**config.mk**
```make
export PLATFORM = sky130hd
export DESIGN_NAME = decoder38_mux_pipe
export DESIGN_NICKNAME = d
export VERILOG_FILES = /design/src/rtl/dec38_pkg.sv /design/src/rtl/dec38_skid_buf.sv /design/src/rtl/encoder83_mux.sv /design/src/rtl/mux_2x1.sv /design/src/rtl/decoder38_mux_pipe.sv
export SDC_FILE = /design/constraint.sdc
export NUM_CORES = 1
export LEC_CHECK = 0
export BUFFER_PORTS_ARGS = -buffer_cell sky130_fd_sc_hd__buf_2
export CAP_MARGIN = 0
export CORE_ASPECT_RATIO = 1.1
export CORE_UTILIZATION = 45
export DETAILED_ROUTE_END_ITERATION = 10
export PLACE_DENSITY = 0.69
export SKIP_CTS_REPAIR_TIMING = 1
export SYNTH_ARGS = -nofsm -noshare
export SYNTH_HDL_FRONTEND = slang
export SYNTH_SLANG_ARGS = --single-unit
```
**constraint.sdc**
```tcl
create_clock -name clk -period 1.8 [get_ports clk]
set_input_delay 0.36 -clock clk [delete_from_list [all_inputs] [get_ports clk]]
set_output_delay 0.36 -clock clk [all_outputs]
set_load 0.05 [all_outputs]
```
**src/rtl/dec38_pkg.sv**
```systemverilog
// Shared types and constants for the registered 3:8 decoder pipeline.
package dec38_pkg;
    localparam int CODE_W   = 3;
    localparam int ONEHOT_W = 8;

    localparam logic [ONEHOT_W-1:0] INACTIVE_LO = 8'h00;
    localparam logic [ONEHOT_W-1:0] INACTIVE_HI = 8'hFF;

    typedef logic [CODE_W-1:0]   code_t;
    typedef logic [ONEHOT_W-1:0] onehot_t;

    typedef enum logic [1:0] {
        EMPTY = 2'd0,
        ONE   = 2'd1,
        FULL  = 2'd2
    } skid_state_e;
endpackage

```
**src/rtl/dec38_skid_buf.sv**
```systemverilog
// Two-entry valid/ready skid buffer: entry 0 is the output register, entry 1 the skid slot.
// Latency 1 cycle from in_fire to out_vld; full_o asserts the cycle after the second word lands.
// Backpressure: caller must gate in_fire_i with !full_o; words drain in FIFO order on out_rdy_i.
module dec38_skid_buf
    import dec38_pkg::*;
#(
    parameter int DAT_W = ONEHOT_W
) (
    input  logic             clk,
    input  logic             rst,
    input  logic             in_fire_i,
    input  logic [DAT_W-1:0] in_dat_i,
    input  logic             out_rdy_i,
    output logic             out_vld_o,
    output logic [DAT_W-1:0] out_dat_o,
    output logic             full_o
);
    skid_state_e      state_q, state_d;
    logic [DAT_W-1:0] ent0_q, ent0_d;
    logic [DAT_W-1:0] ent1_q, ent1_d;
    logic             out_fire;

    assign out_fire = (state_q != EMPTY) && out_rdy_i;

    always_comb begin
        state_d = state_q;
        ent0_d  = ent0_q;
        ent1_d  = ent1_q;
        case (state_q)
            EMPTY: begin
                if (in_fire_i) begin
                    ent0_d  = in_dat_i;
                    state_d = ONE;
                end
            end
            ONE: begin
                if (in_fire_i && out_fire) begin
                    ent0_d = in_dat_i;
                end else if (in_fire_i) begin
                    ent1_d  = in_dat_i;
                    state_d = FULL;
                end else if (out_fire) begin
                    // Clearing entry 0 returns the output to the inactive pattern.
                    ent0_d  = '0;
                    state_d = EMPTY;
                end
            end
            FULL: begin
                if (out_fire) begin
                    ent0_d  = ent1_q;
                    state_d = ONE;
                end
            end
            default: begin
                ent0_d  = '0;
                state_d = EMPTY;
            end
        endcase
    end

    always_ff @(posedge clk) begin
        if (rst) begin
            state_q <= EMPTY;
            ent0_q  <= '0;
            ent1_q  <= '0;
        end else begin
            state_q <= state_d;
            ent0_q  <= ent0_d;
            ent1_q  <= ent1_d;
        end
    end

    assign out_vld_o = (state_q != EMPTY);
    assign out_dat_o = ent0_q;
    assign full_o    = (state_q == FULL);
endmodule

```
**src/rtl/encoder83_mux.sv**
```systemverilog
// 8:3 priority encoder built from a mux_2x1 chain; highest set line wins.
// Combinational. Only compiled when DEC_ROUNDTRIP_CHECK_EN is defined.
`ifdef DEC_ROUNDTRIP_CHECK_EN
module encoder83_mux
    import dec38_pkg::*;
(
    input  onehot_t onehot_i,
    output code_t   code_o
);
    logic [ONEHOT_W:0][CODE_W-1:0] st;

    assign st[0] = '0;

    // Each stage overrides the running code when its line is set.
    for (genvar k = 0; k < ONEHOT_W; k++) begin : g_stage
        localparam code_t KC = code_t'(k);
        for (genvar b = 0; b < CODE_W; b++) begin : g_bit
            mux_2x1 u_mux (
                .a_i   (st[k][b]),
                .b_i   (KC[b]),
                .sel_i (onehot_i[k]),
                .y_o   (st[k+1][b])
            );
        end
    end

    assign code_o = st[ONEHOT_W];
endmodule
`endif

```
**src/rtl/mux_2x1.sv**
```systemverilog
// Single-bit 2:1 multiplexer primitive: sel=0 passes a, sel=1 passes b.
// Combinational, no storage, no flow control.
module mux_2x1 (
    input  logic a_i,
    input  logic b_i,
    input  logic sel_i,
    output logic y_o
);
    assign y_o = sel_i ? b_i : a_i;
endmodule

```
**src/rtl/decoder38_mux_pipe.sv**
```systemverilog
// Registered 3:8 one-hot decoder (mux_2x1 tree) with valid/ready on both sides; 1-cycle latency.
// Backpressure: 2-entry skid keeps full throughput; in_ready = en & !rst & !full.
// Optional round-trip self-check via macro DEC_ROUNDTRIP_CHECK_EN drives the sticky err flag.
module decoder38_mux_pipe
    import dec38_pkg::*;
#(
    parameter bit ACTIVE_LOW = 1'b0
) (
    input  logic       clk,
    input  logic       rst,
    input  logic       en,
    input  logic       in_valid,
    output logic       in_ready,
    input  logic [2:0] in_code,
    output logic       out_valid,
    input  logic       out_ready,
    output logic [7:0] out_y,
    output logic       err
);
    localparam onehot_t POL_MASK = ACTIVE_LOW ? INACTIVE_HI : INACTIVE_LO;

    onehot_t dec_y;
    onehot_t ent0_y;
    logic    skid_full;
    logic    in_fire;

    assign in_ready = en && !rst && !skid_full;
    assign in_fire  = in_valid && in_ready;

    // Line k is 1 only when every code bit matches bit j of k; constants steer each mux leg.
    for (genvar k = 0; k < ONEHOT_W; k++) begin : g_line
        localparam code_t K = code_t'(k);
        logic [CODE_W-1:0] lv;
        mux_2x1 u_m0 (
            .a_i   (!K[0]),
            .b_i   (K[0]),
            .sel_i (in_code[0]),
            .y_o   (lv[0])
        );
        for (genvar j = 1; j < CODE_W; j++) begin : g_lvl
            mux_2x1 u_mj (
                .a_i   (K[j] ? 1'b0 : lv[j-1]),
                .b_i   (K[j] ? lv[j-1] : 1'b0),
                .sel_i (in_code[j]),
                .y_o   (lv[j])
            );
        end
        assign dec_y[k] = lv[CODE_W-1];
    end

`ifdef DEC_ROUNDTRIP_CHECK_EN
    localparam int DAT_W = ONEHOT_W + CODE_W;
    logic [DAT_W-1:0] buf_out;
    code_t            ent0_code;
    code_t            enc_code;
    logic             err_q, err_d;

    dec38_skid_buf #(.DAT_W(DAT_W)) u_skid (
        .clk       (clk),
        .rst       (rst),
        .in_fire_i (in_fire),
        .in_dat_i  ({in_code, dec_y}),
        .out_rdy_i (out_ready),
        .out_vld_o (out_valid),
        .out_dat_o (buf_out),
        .full_o    (skid_full)
    );

    assign {ent0_code, ent0_y} = buf_out;

    encoder83_mux u_enc (
        .onehot_i (ent0_y),
        .code_o   (enc_code)
    );

    assign err_d = err_q || (out_valid && (enc_code != ent0_code));

    always_ff @(posedge clk) begin
        if (rst) begin
            err_q <= 1'b0;
        end else begin
            err_q <= err_d;
        end
    end

    assign err = err_q;
`else
    dec38_skid_buf #(.DAT_W(ONEHOT_W)) u_skid (
        .clk       (clk),
        .rst       (rst),
        .in_fire_i (in_fire),
        .in_dat_i  (dec_y),
        .out_rdy_i (out_ready),
        .out_vld_o (out_valid),
        .out_dat_o (ent0_y),
        .full_o    (skid_full)
    );

    assign err = 1'b0;
`endif

    assign out_y = ent0_y ^ POL_MASK;
endmodule

```
# After elaboration in Yosys (flattened, before gate mapping)

Cells that the tools add are included.

Bits in registers: 18
Input port bits: 8
Output and inout bits: 11
Logic and storage cells: 50

Eq/ne operators: 8
Multiplexer cells: 26
Bitwise gates (word level): 1
Reduce and logical (&&, ||, !) cells: 12

Operators with widths:

| kind                                                   | number |
|---|---|
| 2-to-1 mux 8 bit                                       | 5 |
| case mux 8 bit (3 select lines)                        | 1 |
| 2-to-1 mux 1 bit                                       | 14 |
| 2-to-1 mux 2 bit                                       | 5 |
| AND reduction 4 bit                                    | 2 |
| inequality test 3 x 1 -> 1 bit (second input constant) | 2 |
| case mux 2 bit (3 select lines)                        | 1 |
| logical AND 1 bit                                      | 5 |
| inequality test 2 x 1 -> 1 bit (second input constant) | 2 |
| inequality test 3 bit (second input constant)          | 1 |
| AND reduction 3 bit                                    | 1 |
| equality test 2 x 1 -> 1 bit (second input constant)   | 1 |
| equality test 2 bit (second input constant)            | 1 |
| logical NOT 1 bit                                      | 2 |
| logical NOT 2 bit                                      | 1 |
| inequality test 2 bit (second input constant)          | 1 |
| nonzero test 2 bit                                     | 1 |
| inverter 1 bit                                         | 1 |

# Logic depth before layout (Yosys ltp)

Gate-level depths: netlist (run 1).

Depth after elaboration: 7
Gate-level depth with buffers: 6
Mapped depth without buffers: 4

# By module

Synthesis (run 1) repeated with hierarchy kept, for this count alone.

Cell total of the unflattened synthesis: 117
Area, all modules: 1186.1 um^2

Modules (own cells, without submodules):

| module             | times used | cells an instance | area each (um^2) | seq. area each (um^2) |
|---|---|---|---|---|
| dec38_skid_buf     | 1          | 88                | 790.8            | 360.3 |
| mux_2x1            | 24         | 1                 | 15.0             | 0.0 |
| decoder38_mux_pipe | 1          | 5                 | 35.0             | 0.0 |

# Worst setup path after synthesis (run 1)

OpenSTA, ideal clock, no wires.

Kind: register -> output
From: register u_skid.state_q[1]
To: output port in_ready
Arrival time: 1.817 ns
Required time: 1.440 ns
Path slack: -0.377 ns
Stages on the path, launching flop included: 5
Buffers on the path: 2
Path through: dfxtp_1 > buf_6 > nor2b_4 > buf_6 > nor3b_1

Word-level cells in the longest chain between the ends: 3

Ends and longest elaborated chain:

| item                     | RTL line                 | text |
|---|---|---|
| start: declaration       | dec38_skid_buf.sv:18     | `skid_state_e state_q, state_d;` |
| start signal: assignment | dec38_skid_buf.sv:67     | `state_q <= state_d;` |
| equality test 2 bit      | dec38_skid_buf.sv:75     | `assign full_o = (state_q == FULL);` |
| logical NOT 1 bit        | decoder38_mux_pipe.sv:27 | `assign in_ready = en && !rst && !skid_full;` |
| logical AND 1 bit        | decoder38_mux_pipe.sv:27 |  |
| end: declaration         | decoder38_mux_pipe.sv:13 | `output logic in_ready,` |

Every way passes these cells.

# Final worst setup path (run 1)

Ends and elaborated chain as after synthesis.

==> results of run 1 <==
## area by class of cell
cell class                 count  area, µm²  area share (%)
clock buffer                   4       36.3            3.70
multi-input combinational     70        460            47.0
sequential                    18        360            36.8
tap                           18       22.5            2.30
timing repair buffer          19        100            10.2
## path summary, 6_finish.rpt
check                                               startpoint                               end  slack, ps  depth (start not counted)
worst max-delay path            u_skid.state_q[1]$_SDFFE_PP0P_                          in_ready        110                          3
worst min register to register   u_skid.ent1_q[7]$_SDFFE_PP0P_     u_skid.ent1_q[7]$_SDFFE_PP0P_        460                          2
worst min-delay path                                in_code[1]     u_skid.ent1_q[2]$_SDFFE_PP0P_        380                          3
worst max register to register  u_skid.state_q[1]$_SDFFE_PP0P_  u_skid.out_dat_o[0]$_SDFFE_PP0P_        310                          5
## routing by layer
| layer | up-vias | global-route usage [%] |
|---|---|---|
| met4 | 0 | 7.50 |
| li1 | 382 | - |
| met3 | 4 | 2.26 |
| met2 | 20 | 29.9 |
| met5 | - | 0 |
| met1 | 353 | 23.1 |
## critical path, stage by stage (launching register included)
cell and delay (ps):
dfxtp_1 510, nor2b_4 250, nor3b_2 50, buf_2 220
## logic make-up after synthesis
group	after synthesis	share of synthesized area, %
buffers and inverters	6	5.37
flip-flops	18	41.8
other	1	0.435
AND/OR/NAND/NOR	36	24.4
AO/OA/AOI/OAI	33	28.0
## sequential cells by signal, indices dropped and copies added (netlist names)
signal,cells
u_skid.ent1_q,8
u_skid.state_q,2
u_skid.out_dat_o,8
## stage by stage
| stage | cells | total power, mW | util [%] |
|---|---|---|---|
| 2_1_floorplan | 94 | 0.501 | - |
| 3_3_place_gp | 123 | 0.526 | 52.1 |
| 3_5_place_dp | 123 | 0.527 | 52.1 |
| 4_1_cts | 127 | 0.776 | 54.1 |
| 5_1_grt | 129 | 0.803 | 55.0 |
| 6_report | 129 | 0.764 | 55.0 |
## layout by cell type, fill, tap and decap left out
cell type | Yosys | layout
dfxtp_1 | 18 | 18
buf_2 | 1 | 17
nand2_1 | 12 | 12
a21oi_1 | 11 | 11
a32oi_1 | 8 | 8
o2bb2ai_1 | 8 | 8
nand3_1 | 5 | 5
nand3b_1 | 4 | 4
nor2b_1 | 3 | 3
nor2_1 | 3 | 3
clkbuf_4 | 0 | 3
and2_1 | 2 | 2
buf_4 | 2 | 2
or2_2 | 1 | 1
nor2b_4 | 1 | 1
nor3b_2 | 0 | 1
and2b_1 | 1 | 1
and4bb_1 | 1 | 1
o21a_1 | 1 | 1
a21boi_0 | 1 | 1
o22a_1 | 1 | 1
nand2b_4 | 1 | 1
o21ai_0 | 1 | 1
a21oi_2 | 1 | 1
o21ai_2 | 1 | 1
nand2b_1 | 1 | 1
conb_1 | 1 | 1
clkbuf_8 | 0 | 1
## power breakdown
part	switching [mW]	internal, mW
Clock	0.123	0.123
Combinational	0.0741	0.0338
Sequential	0.00639	0.404
==> results.txt, run 1 <==
Worst-Skew Late Latency - 290 ps
Post-synth top cells - 18 x dfxtp_1, 12 x nand2_1, 11 x a21oi_1
Clock tree from TritonCTS - done
FF+latch count, synth - 18
Placeable Area - 0.00178 mm²
Post-layout instance area - 980 µm²
Nets - 120
Global-route wire length before repair - 2750 µm
Top_reg_cell synth - dfxtp_1
Vias - 759
Gp weighted congestion - 0.753
Total grt overflow - 0
Clock sinks - 18
Endpoints failing setup - 0
Initial antenna violation count - 0
Tot GR Track Use - 17.7%
Routed wl met3 - 72 µm
Initial DRC count - 16
CP arrival - 1330 ps
Die area - 0.00209 mm²
WL met2 - 785 µm
Starting density of the core - 48.4%
Synth cell types - 28
Die Span Y - 47.9 µm
Share of layout cells above drive strength 1 - 26.1%
Area leader, netlist - dfxtp_1
Pleak - 0.367 nW
Max-slew violations - 0
RSZ-0062 raised after global routing - no
Failing checks - design-rule violations
Post-synth EDFFs - 0
Drt first pass iters - 7
Skew final - 5.33 ps
Synth warn - 0
Area after DPL - 928 µm²
Top cell type's share of synthesized area - 41.8%
Hpwl dp - 1260 µm
Maximum vdd drop - 0.552 mV
H-tree depth - 1
Routed Antenna Nets - 0
CP Class - reg -> out
CTS max path bufs - 2
Pwr dens - 780 mW/mm²
# fillers - 173
Post-place setup slack - 307 ps
Syn Area/Cell - 9.17 µm²
Vias/cell - 5.88
Post-Syn Nets - 102
Met1 wire length - 818 µm
Dominant cells by area after synthesis - dfxtp_1 42%, a32oi_1 8.1%, o2bb2ai_1 8.1%, a21oi_1 6.4%, nand2_1 5.2%
Final hold slack - 383 ps
Final TNS setup - 0 ps
Largest net degree at the start of global routing - 16
FFs w/ async S/R, synth - 0%
CP required - 1440 ps
Fin. Hold Viols - 0
Achievable frequency - 593 MHz
Final Cycle Share - 93.7%
Num rows - 16
Root buf cell - clkbuf_4
Area grow syn2layout - 13.6%
DRC viols - 1
Crit end category - primary output
Worst Setup Start Kind - flop
Post-synthesis sequential area ratio - 41.8%
Status - finished with violations
Type of the worst min-delay path - in -> reg
Worst Path Max Fanout - 10
CTS Buf Count - 3
Worst-path clk slew - 100 ps
Ports - 19
Avg WL per Cell - 13.2 µm
DRT Wirelength - 1700 µm
Die Wd - 43.7 µm
Max layer used - met4
# Max-Cap Violations - 0
Synthesized area - 862 µm²
Cells after Synth - 94
N_diodes - 0
Input/output buffers - 17
Minimum clock period - 1690 ps
Min setup slack post-route - 113 ps
Vias in the first global route - 621
Top-count cell post-synth - dfxtp_1
No activity file was read; power rests on OpenSTA's default activity.
==> run 2, diff against run 1 <==
--- a/config.mk
+++ b/config.mk
@@ -11,6 +11,7 @@
 export CORE_UTILIZATION = 45
 export DETAILED_ROUTE_END_ITERATION = 10
 export PLACE_DENSITY = 0.69
+export SETUP_SLACK_MARGIN = 0.15
 export SKIP_CTS_REPAIR_TIMING = 1
 export SYNTH_ARGS = -nofsm -noshare
 export SYNTH_HDL_FRONTEND = slang
==> results.txt, run 2 (synthesized netlist as in run 1, its figures left out) <==
Status - finished with violations (unchanged)
Failing checks - design-rule violations (unchanged)
Tot GR Track Use - 19.2% (was 17.7%)
Pleak - 0.380 nW (was 0.367 nW)
Routed Antenna Nets - 0 (unchanged)
Max-slew violations - 0 (unchanged)
Input/output buffers - 17 (unchanged)
CP required - 1440 ps (about the same)
End of the critical path - in_ready (unchanged)
Die Span Y - 47.9 µm (unchanged)
Final hold slack - 403 ps (was 383 ps)
Nets - 122 (was 120)
Type of the worst min-delay path - in -> reg (unchanged)
Most frequent cells in the layout - 16 x buf_2, 16 x dfxtp_1, 12 x nand2_1 (was 18 x dfxtp_1, 17 x buf_2, 12 x nand2_1)
Worst Path Max Fanout - 10 (unchanged)
Fin. Hold Viols - 0 (unchanged)
Initial DRC count - 20 (was 16)
Vias - 783 (was 759)
H-tree depth - 1 (unchanged)
DRT Wirelength - 1920 µm (was 1700 µm)
CP arrival - 1220 ps (was 1330 ps)
DRC viols - 2 (was 1)
Capturing point of the worst reg2reg path - u_skid.out_dat_o[1]$_SDFFE_PP0P_ (was u_skid.out_dat_o[0]$_SDFFE_PP0P_)
Gp weighted congestion - 0.923 (was 0.753)
Endpoints failing setup - 0 (unchanged)
CP Class - reg -> out (unchanged)
Num rows - 16 (unchanged)
Clock sinks - 18 (unchanged)
Post-layout instance area - 0.00101 mm² (was 980 µm²)
Share of layout cells above drive strength 1 - 29.2% (was 26.1%)
R2r worst-path depth - 5 (unchanged)
Pwr dens - 768 mW/mm² (was 780 mW/mm²)
Maximum vdd drop - 0.447 mV (was 0.552 mV)
Placeable Area - 0.00178 mm² (unchanged)
Clock tree from TritonCTS - done (unchanged)
Global-route wire length before repair - 2900 µm (was 2750 µm)
Min setup slack post-route - 218 ps (was 113 ps)
Starting density of the core - 48.4% (unchanged)
Die Wd - 43.7 µm (unchanged)
CP startpoint - u_skid.state_q[1]$_SDFFE_PP0P_ (unchanged)
Vias/cell - 5.98 (was 5.88)
Initial antenna violation count - 0 (unchanged)
Skew final - 2.80 ps (was 5.33 ps)
Reg2Reg Setup Slack - 380 ps (was 310 ps)
Minimum clock period - 1580 ps (was 1690 ps)
Total power - 772 µW (was 764 µW)
Worst-Skew Late Latency - 290 ps (about the same)
Final Cycle Share - 87.9% (was 93.7%)
# Max-Cap Violations - 0 (unchanged)
Ports - 19 (unchanged)
Worst-path clk slew - 100 ps (about the same)
RSZ-0062 raised after global routing - no (unchanged)
Post-place setup slack - 283 ps (was 307 ps)
Largest net degree at the start of global routing - 16 (unchanged)
Drt first pass iters - 7 (unchanged)
Crit end category - primary output (unchanged)
Area after DPL - 935 µm² (was 928 µm²)
Avg WL per Cell - 14.7 µm (was 13.2 µm)
Worst r2r src - u_skid.state_q[1]$_SDFFE_PP0P_ (unchanged)
Total grt overflow - 0 (unchanged)
Worst Setup Start Kind - flop (unchanged)
Die area - 0.00209 mm² (unchanged)
CTS max path bufs - 2 (unchanged)
Hpwl dp - 1300 µm (was 1260 µm)
Achievable frequency - 632 MHz (was 593 MHz)
Final TNS setup - 0 ps (unchanged)
Area grow syn2layout - 16.7% (was 13.6%)
N_diodes - 0 (unchanged)
CTS Buf Count - 3 (unchanged)
Vias in the first global route - 610 (was 621)
Root buf cell - clkbuf_4 (unchanged)
run 2: power by group:
group          switching (mW)  internal [mW]  total [mW]
logic                  0.0786         0.0360       0.115
registers             0.00633          0.405       0.411
clock network           0.124          0.123       0.247
total                   0.209          0.564       0.772
run 2: worst min path at each step:
stage / startpoint / to / cells past startpoint
after floorplan: u_skid.ent1_q[2]$_SDFFE_PP0P_ / u_skid.ent1_q[2]$_SDFFE_PP0P_ / 2
after global placement: u_skid.out_dat_o[5]$_SDFFE_PP0P_ / u_skid.out_dat_o[5]$_SDFFE_PP0P_ / 1
after detailed placement: u_skid.out_dat_o[0]$_SDFFE_PP0P_ / u_skid.out_dat_o[0]$_SDFFE_PP0P_ / 1
after CTS: in_code[1] / u_skid.ent1_q[6]$_SDFFE_PP0P_ / 3
after global routing: in_code[1] / u_skid.ent1_q[6]$_SDFFE_PP0P_ / 3
final: in_code[1] / u_skid.ent1_q[6]$_SDFFE_PP0P_ / 3
run 2: per-layer routing:
layer  global-route usage (%)  share of wire (%)  vias up
met2                     29.6                 48       26
met5                        0                  0        -
met1                     26.8                 47      366
met3                     3.40                4.0        2
met4                     7.50               0.73        0
li1                         -                  -      389
run 2: metrics by stage:
step                      util (%)  std cells
final                         56.5        131
after global routing          56.5        131
after CTS                     54.5        127
after detailed placement      52.5        123
after global placement        52.5        123
after floorplan                  -         94
run 2: layout make-up:
cell class / count / area (µm²)
fillers: 164 / 776
repair buffers: 21 / 118
multi-input cells: 70 / 467
well taps: 18 / 22.5
flip-flops and latches: 18 / 363
clock buffers: 4 / 36.3
run 2: worst max-delay path, stage by stage, from the launching register on:
cell,delay (ps)
dfxtp_2,430
nor2b_4,250
nor3b_4,60
buf_4,200
==> run 3, diff against run 2 <==
--- a/config.mk
+++ b/config.mk
@@ -7,10 +7,9 @@
 export LEC_CHECK = 0
 export BUFFER_PORTS_ARGS = -buffer_cell sky130_fd_sc_hd__buf_2
 export CAP_MARGIN = 0
-export CORE_ASPECT_RATIO = 1.1
 export CORE_UTILIZATION = 45
 export DETAILED_ROUTE_END_ITERATION = 10
-export PLACE_DENSITY = 0.69
+export PLACE_DENSITY = 0.76
 export SETUP_SLACK_MARGIN = 0.15
 export SKIP_CTS_REPAIR_TIMING = 1
 export SYNTH_ARGS = -nofsm -noshare
==> results.txt, run 3 (synthesized netlist as in run 1, its figures left out) <==
Fin. Hold Viols - 0 (unchanged)
Input/output buffers - 17 (unchanged)
CP Class - reg -> out (unchanged)
Clock sinks - 18 (unchanged)
Hold Startpoint - in_code[1] (unchanged)
Initial antenna violation count - 0 (unchanged)
CP startpoint - u_skid.state_q[1]$_SDFFE_PP0P_ (unchanged)
Vias/cell - 5.84 (was 5.98)
Min setup slack post-route - 216 ps (was 218 ps)
Root buf cell - clkbuf_4 (unchanged)
Routed Antenna Nets - 0 (unchanged)
FF+latch area - 363 µm² (unchanged)
Share of layout cells above drive strength 1 - 27.9% (was 29.2%)
Maximum vdd drop - 0.520 mV (was 0.447 mV)
Global-route wire length before repair - 2920 µm (was 2900 µm)
CP required - 1440 ps (about the same)
Worst-Skew Late Latency - 290 ps (about the same)
Worst-path clk slew - 100 ps (about the same)
N_diodes - 0 (unchanged)
Status - completed (was finished with violations)
Final Cycle Share - 88.0% (was 87.9%)
Placeable Area - 0.00176 mm² (was 0.00178 mm²)
Worst r2r src - u_skid.state_q[1]$_SDFFE_PP0P_ (unchanged)
Total grt overflow - 0 (unchanged)
Drt first pass iters - 4 (was 7)
Starting density of the core - 48.9% (was 48.4%)
Gp weighted congestion - 0.847 (was 0.923)
Vias - 794 (was 783)
Area after DPL - 943 µm² (was 935 µm²)
Area of the multi-input gates - 467 µm² (unchanged)
Max-slew violations - 0 (unchanged)
Clock tree from TritonCTS - done (unchanged)
Worst Setup Start Kind - flop (unchanged)
Pleak - 0.369 nW (was 0.380 nW)
Avg WL per Cell - 14.2 µm (was 14.7 µm)
CTS max path bufs - 2 (unchanged)
Achievable frequency - 631 MHz (was 632 MHz)
H-tree depth - 1 (unchanged)
Tot GR Track Use - 20.0% (was 19.2%)
Type of the worst min-delay path - in -> reg (unchanged)
Area grow syn2layout - 16.0% (was 16.7%)
Minimum clock period - 1580 ps (about the same)
Endpoints failing setup - 0 (unchanged)
# fillers - 169 (was 164)
Num rows - 15 (was 16)
RSZ-0062 raised after global routing - no (unchanged)
Hpwl dp - 1310 µm (was 1300 µm)
Die Span Y - 45.8 µm (was 47.9 µm)
Die area - 0.00209 mm² (unchanged)
# Max-Cap Violations - 0 (unchanged)
Post-place setup slack - 276 ps (was 283 ps)
CTS Buf Count - 3 (unchanged)
Most frequent cells in the layout - 16 x buf_2, 16 x dfxtp_1, 12 x nand2_1 (unchanged)
CP arrival - 1220 ps (about the same)
Crit end category - primary output (unchanged)
Worst Path Max Fanout - 10 (unchanged)
Ports - 19 (unchanged)
Total power - 768 µW (was 772 µW)
Pwr dens - 768 mW/mm² (about the same)
Skew final - 2.57 ps (was 2.80 ps)
Nets - 120 (was 122)
Initial DRC count - 22 (was 20)
Largest net degree at the start of global routing - 16 (unchanged)
DRT Wirelength - 1930 µm (was 1920 µm)
Vias in the first global route - 684 (was 610)
Post-layout instance area - 1000 µm² (was 0.00101 mm²)
Die Wd - 45.8 µm (was 43.7 µm)
Core Util, Final - 56.7% (was 56.5%)
DRC viols - 0 (was 2)
==> run 3: final cells by class <==
cell class	instances	area share, %
multi-input combinational	70	46.7
sequential	18	36.3
timing repair buffer	19	10.3
clock buffer	4	3.63
tap	25	3.13
==> run 3: worst max-delay path, cell delays in order, from the launching register on <==
cell and delay, ps:
dfxtp_2 380, nor2b_4 150, nor3b_4 150, clkbuf_4 250
==> run 3: power by group <==
group          switching (mW)  internal [mW]
clock                   0.119          0.123
sequential            0.00638          0.405
combinational          0.0790         0.0356
==> run 3: final timing paths <==
path / end / depth (start not counted) / slack (ps)
max: in_ready / 3 / 220
min: u_skid.ent1_q[6]$_SDFFE_PP0P_ / 3 / 400
max reg2reg: u_skid.out_dat_o[7]$_SDFFE_PP0P_ / 5 / 350
min reg2reg: u_skid.ent1_q[4]$_SDFFE_PP0P_ / 2 / 470
==> run 3: metrics by stage <==
stage                     setup TNS (ps)  std cells  hold WS, ps
after floorplan                        0         94          432
final                                  0        136          400
after global routing                   0        136          400
after global placement                 0        130          443
after detailed placement               0        130          445
after CTS                          -52.0        134          389
==> run 3: routing by layer <==
layer | vias up | share of wire [%] | GRT usage (%)
met1 | 361 | 45 | 23.0
met3 | 12 | 5.4 | 3.57
met4 | 0 | 4.1 | 12.9
li1 | 385 | - | -
met2 | 36 | 46 | 33.7
met5 | - | 0 | 0
